--- config.mk ---
export PLATFORM = sky130hd
export DESIGN_NAME = uart_rx_fifo_flat
export DESIGN_NICKNAME = d
export VERILOG_FILES = /design/src/rtl/uart_rx_fifo_if.sv /design/src/rtl/uart_rx_fifo.sv /design/src/flat_wrapper.sv
export SDC_FILE = /design/constraint.sdc
export NUM_CORES = 1
export LEC_CHECK = 0
export ABC_AREA = 1
export CORE_MARGIN = 4
export CORE_UTILIZATION = 36
export DETAILED_ROUTE_END_ITERATION = 16
export SLEW_MARGIN = 20
export SYNTH_ARGS = -nofsm -noshare
export SYNTH_HDL_FRONTEND = slang
export SYNTH_SLANG_ARGS = --single-unit
--- constraint.sdc ---
create_clock -name clk -period 3.8 [get_ports clk]
set_clock_uncertainty 0.05 [all_clocks]
set_input_delay 0.38 -clock clk [delete_from_list [all_inputs] [get_ports clk]]
set_output_delay 0.38 -clock clk [all_outputs]
set_load 0.005 [all_outputs]
--- src/rtl/uart_rx_fifo_if.sv ---
// uart_rx_fifo_if: push/pop/status bundle between a UART receiver, its consumer and the receive FIFO
interface uart_rx_fifo_if #(
    parameter int DATA_WIDTH = 8,
    parameter int DEPTH      = 16
);
    logic                    wr_en;
    logic [DATA_WIDTH-1:0]   wr_data;
    logic                    rd_en;
    logic [DATA_WIDTH-1:0]   rd_data;
    logic                    empty;
    logic                    full;
    logic                    almost_full;
    logic [$clog2(DEPTH):0]  count;
    logic                    overrun;
    logic                    clr_overrun;
    modport master (
        output wr_en, wr_data, rd_en, clr_overrun,
        input  rd_data, empty, full, almost_full, count, overrun
    );
    modport slave (
        input  wr_en, wr_data, rd_en, clr_overrun,
        output rd_data, empty, full, almost_full, count, overrun
    );
endinterface

--- src/rtl/uart_rx_fifo.sv ---
// uart_rx_fifo: first-word-fall-through receive FIFO with sticky overrun flag
module uart_rx_fifo #(
    parameter int DATA_WIDTH = 8,
    parameter int DEPTH      = 16,
    parameter int AF_LEVEL   = 12
) (
    input logic           clk,
    input logic           rst,
    uart_rx_fifo_if.slave bus
);
    localparam int AW = $clog2(DEPTH);
    localparam int CW = AW + 1;
    logic [AW-1:0]         wr_ptr_q, wr_ptr_d, rd_ptr_q, rd_ptr_d;
    logic [CW-1:0]         count_q, count_d;
    logic                  overrun_q, overrun_d;
    logic [DATA_WIDTH-1:0] mem_q [DEPTH];
    logic                  empty, full, push, pop, drop;
    // A push into a full FIFO is still accepted when a pop frees the head slot in the same cycle
    always_comb begin
        empty     = count_q == '0;
        full      = count_q == CW'(DEPTH);
        pop       = bus.rd_en && !empty;
        push      = bus.wr_en && (!full || bus.rd_en);
        drop      = bus.wr_en && full && !bus.rd_en;
        wr_ptr_d  = push ? wr_ptr_q + 1'b1 : wr_ptr_q;
        rd_ptr_d  = pop ? rd_ptr_q + 1'b1 : rd_ptr_q;
        count_d   = count_q + CW'(push) - CW'(pop);
        overrun_d = drop || (overrun_q && !bus.clr_overrun);
    end
    // Pointer, occupancy and flag state, cleared asynchronously
    always_ff @(posedge clk or posedge rst) begin
        if (rst) begin
            wr_ptr_q  <= '0;
            rd_ptr_q  <= '0;
            count_q   <= '0;
            overrun_q <= 1'b0;
        end else begin
            wr_ptr_q  <= wr_ptr_d;
            rd_ptr_q  <= rd_ptr_d;
            count_q   <= count_d;
            overrun_q <= overrun_d;
        end
    end
    // Storage array is not reset; stale entries are unreachable once count is zero
    always_ff @(posedge clk) begin
        if (push && !rst) mem_q[wr_ptr_q] <= bus.wr_data;
    end
    assign bus.rd_data     = empty ? '0 : mem_q[rd_ptr_q];
    assign bus.empty       = empty;
    assign bus.full        = full;
    assign bus.almost_full = count_q >= CW'(AF_LEVEL);
    assign bus.count       = count_q;
    assign bus.overrun     = overrun_q;
endmodule

--- src/flat_wrapper.sv ---
// flat-port wrapper written by rule: the top's interface ports become plain ports
module uart_rx_fifo_flat 
#(
    parameter int DATA_WIDTH = 8,
    parameter int DEPTH      = 16,
    parameter int AF_LEVEL   = 12
)
  (clk, rst, bus_wr_en, bus_wr_data, bus_rd_en, bus_clr_overrun, bus_rd_data, bus_empty, bus_full, bus_almost_full, bus_count, bus_overrun);
  uart_rx_fifo_if #(.DATA_WIDTH(DATA_WIDTH), .DEPTH(DEPTH)) bus_i ();
  input logic clk;
  input logic rst;
  input wire logic [$bits(bus_i.wr_en)-1:0] bus_wr_en;
  input wire logic [$bits(bus_i.wr_data)-1:0] bus_wr_data;
  input wire logic [$bits(bus_i.rd_en)-1:0] bus_rd_en;
  input wire logic [$bits(bus_i.clr_overrun)-1:0] bus_clr_overrun;
  output wire logic [$bits(bus_i.rd_data)-1:0] bus_rd_data;
  output wire logic [$bits(bus_i.empty)-1:0] bus_empty;
  output wire logic [$bits(bus_i.full)-1:0] bus_full;
  output wire logic [$bits(bus_i.almost_full)-1:0] bus_almost_full;
  output wire logic [$bits(bus_i.count)-1:0] bus_count;
  output wire logic [$bits(bus_i.overrun)-1:0] bus_overrun;
  assign bus_i.wr_en = bus_wr_en;
  assign bus_i.wr_data = bus_wr_data;
  assign bus_i.rd_en = bus_rd_en;
  assign bus_i.clr_overrun = bus_clr_overrun;
  assign bus_rd_data = bus_i.rd_data;
  assign bus_empty = bus_i.empty;
  assign bus_full = bus_i.full;
  assign bus_almost_full = bus_i.almost_full;
  assign bus_count = bus_i.count;
  assign bus_overrun = bus_i.overrun;
  uart_rx_fifo #(.DATA_WIDTH(DATA_WIDTH), .DEPTH(DEPTH), .AF_LEVEL(AF_LEVEL)) u_core (.clk(clk), .rst(rst), .bus(bus_i));
endmodule
==> flow_summary.toml <==
[status]
status = "finished clean"

[cells_and_area]
drive_gt1_share_pct = 9.59
antennaDiodeCount = 0
regArea_um2 = 4200
multi_input_area_um2 = 1620
fill_cells = 1551
area_growth_pct = 19.1
nets = 598

[global_route]
grt_busiest_layer = "met2"
globalRouteMet1Util_pct = 19.4
antenna_found_initial = 0
gr-total-overflow = 0
grt_pass1_wl_mm = 22.3
grt_util_met3_pct = 5.73
grt_usage_pct = 16.3
use_met2_pct = 26.9
grt_pass1_vias = 4133
grt_max_degree = 45

[timing]
slew_viol_final = 0
worst_slew_pin_slew_ns = 0.910
hold_violations = 0
setup_viol_count_final = 0
relSlewSlack_pct = 39.1
fin_crit_sh_pct = 84.9
fmax_ghz = 0.310
setup-tns-final_ns = 0
fin_hold_ws_ns = 0.395
rsz0062_at_grt = "no"
period_needed_ns = 3.23

[floorplan]
rows = 47
die_area_um2 = 19000
die_y_um = 138
io_pins = 30
die_w_um = 138
core_region_area_um2 = 16600
start_util_pct = 36.6

[synth]
synth_area_leaders = "edfxtp_1 (63%), nand2_1 (11%), nand3_1 (8.5%)"
seq_area_frac_synth_pct = 69.0
synth_nets = 561
synth.distinct_cells = 21
synth_most_common_cell = "nand2_1"
ys_ff_latch = 142
ys.flop_type = "edfxtp_1"
syn_avg_cell_area_um2 = 11.4
synth_top_area_share_pct = 63.2
async_flop_share_pct = 9.86
netlist_area_um2 = 6080
synthTopCellsByCount = "nand2_1 (178), edfxtp_1 (128), nand3_1 (103), inv_1 (16), dfrtp_1 (14)"
yosys.area.top_type = "edfxtp_1"
syn_inst = 534
synth-edff-count = 128
yosys_warnings = 0

[cts]
root_buffer = "clkbuf_16"
clk_path_buf_depth = 2
cts_tree = "done"
clkSinkCount = 142
path_clk_slew_ns = 0.06
postCtsSetupBuffers = 0
h-tree-depth = 4
cts_inserted_buffers = 17
post_cts_resized = 0
hold_buffers = 0
clk_latency_ns = 0.42

[critical_path]
worstReg2RegStart = "u_core.bus.count[2]"
reg2reg_slack_ns = 1.16
cp.arrival_ns = 2.80
cp_max_fo = 33
crit_start = "u_core.rd_ptr_q[1]"
critPathCaptureType = "primary output"
critPathKind = "reg2out"
worstSetupStartpointType = "register"
cp.required_ns = 3.37

[power_and_ir_drop]
peakVddDrop_v = 0.000418
cellPowerDensity_nw_per_um2 = 792
p_leak_nw = 2.75

[drt]
postRouteAntennaNets = 0
vias_per_cell = 5.02
drt_iter0_drc = 289
vias = 4035
drc = 0
drt_wl_total_mm = 14.3
post_drt_wl_per_cell_um = 17.7
drt-pass1-iter-count = 5

[place]
port_buffers = 29
hpwl_mm = 9.10
gp_congestion = 0.822

[hold_path]
hold_class = "in2async"

[job]
drv_cap = 0
logic make-up after synthesis:
kind of cell / after synthesis / synth area share [%]
AO/OA/AOI/OAI: 16 / 1.32
flip-flops: 142 / 69.0
AND/OR/NAND/NOR: 304 / 21.1
XOR/XNOR: 8 / 1.15
buffers and inverters: 50 / 4.36
adder cells (fa/ha/maj): 14 / 3.01
routing by layer:
metal	vias to the layer above	share of wire [%]
li1	1912	-
met1	1950	41
met2	145	49
met3	28	7.1
met4	0	2.9
met5	-	0
sequential cells by signal, indices dropped and copies added (netlist names):
| signal | cells |
|---|---|
| u_core.wr_ptr_q | 4 |
| u_core.bus.overrun | 1 |
| u_core.mem_q | 128 |
| u_core.bus.count | 5 |
| u_core.rd_ptr_q | 4 |
metrics by stage:
stage / power [mW] / instances / setup WS (ns) / area (um2) / util, %
after global placement: 3.93 / 772 / 0.988 / 6590 / 39.7
after global routing: 6.11 / 804 / 0.344 / 7240 / 43.6
final: 5.73 / 804 / 0.574 / 7240 / 43.6
after CTS: 5.78 / 804 / 0.532 / 7240 / 43.6
after floorplan: 3.30 / 534 / 1.45 / 6080 / -
after detailed placement: 3.97 / 772 / 0.985 / 6590 / 39.7
worst max-delay path, stage by stage (launching register included):
cell             delay [ns]
dfrtp_1                0.67
inv_2                  0.44
nand3_1                0.20
nand3_1                0.13
nand2_1                0.09
nand2_1                0.09
a21oi_1                0.20
clkdlybuf4s50_1        0.54
final timing paths:
kind | to | cells after the start
worst min register to register | u_core.wr_ptr_q[2] | 2
max in group asynchronous | u_core.rd_ptr_q[0] | 2
worst max register to register | u_core.bus.count[4] | 13
worst min-delay path | u_core.rd_ptr_q[1] | 2
min in group clk | u_core.bus.overrun | 2
worst max-delay path | bus_rd_data[0] | 7
area by class of cell:
type / instances / area share, %
Clock buffer: 19 / 6.26
Timing Repair Buffer: 43 / 5.64
Tap cell: 220 / 3.80
Clock inverter: 13 / 2.66
Multi-Input combinational cell: 342 / 22.4
Sequential cell: 142 / 58.0
Inverter: 25 / 1.30
power by group:
| group | internal (mW) | switching, mW | total (mW) |
|---|---|---|---|
| registers | 1.85 | 0.174 | 2.02 |
| logic | 0.754 | 1.16 | 1.91 |
| clock network | 1.19 | 0.610 | 1.80 |
| total | 3.79 | 1.94 | 5.73 |
layout by cell type, fill, tap and decap left out:
cell | netlist | layout
clkinv_2 | 0 | 6
nand2_1 | 178 | 178
edfxtp_1 | 128 | 128
ha_1 | 13 | 13
nor2_1 | 13 | 13
xnor2_1 | 1 | 1
clkbuf_8 | 0 | 2
buf_4 | 7 | 13
inv_2 | 9 | 9
nand2_2 | 1 | 1
o21ai_0 | 1 | 1
buf_12 | 0 | 1
clkinv_1 | 0 | 1
xor2_1 | 7 | 7
fa_1 | 1 | 1
a21oi_1 | 11 | 11
bufinv_16 | 0 | 5
nand4_1 | 1 | 1
o21ai_1 | 4 | 4
clkdlybuf4s50_1 | 0 | 29
nor3_1 | 8 | 8
inv_1 | 16 | 16
dfrtp_2 | 0 | 1
nand3_1 | 103 | 103
clkinv_4 | 0 | 1
dfrtp_1 | 14 | 13
clkbuf_16 | 0 | 17
Power figures use the tool's default switching activity.
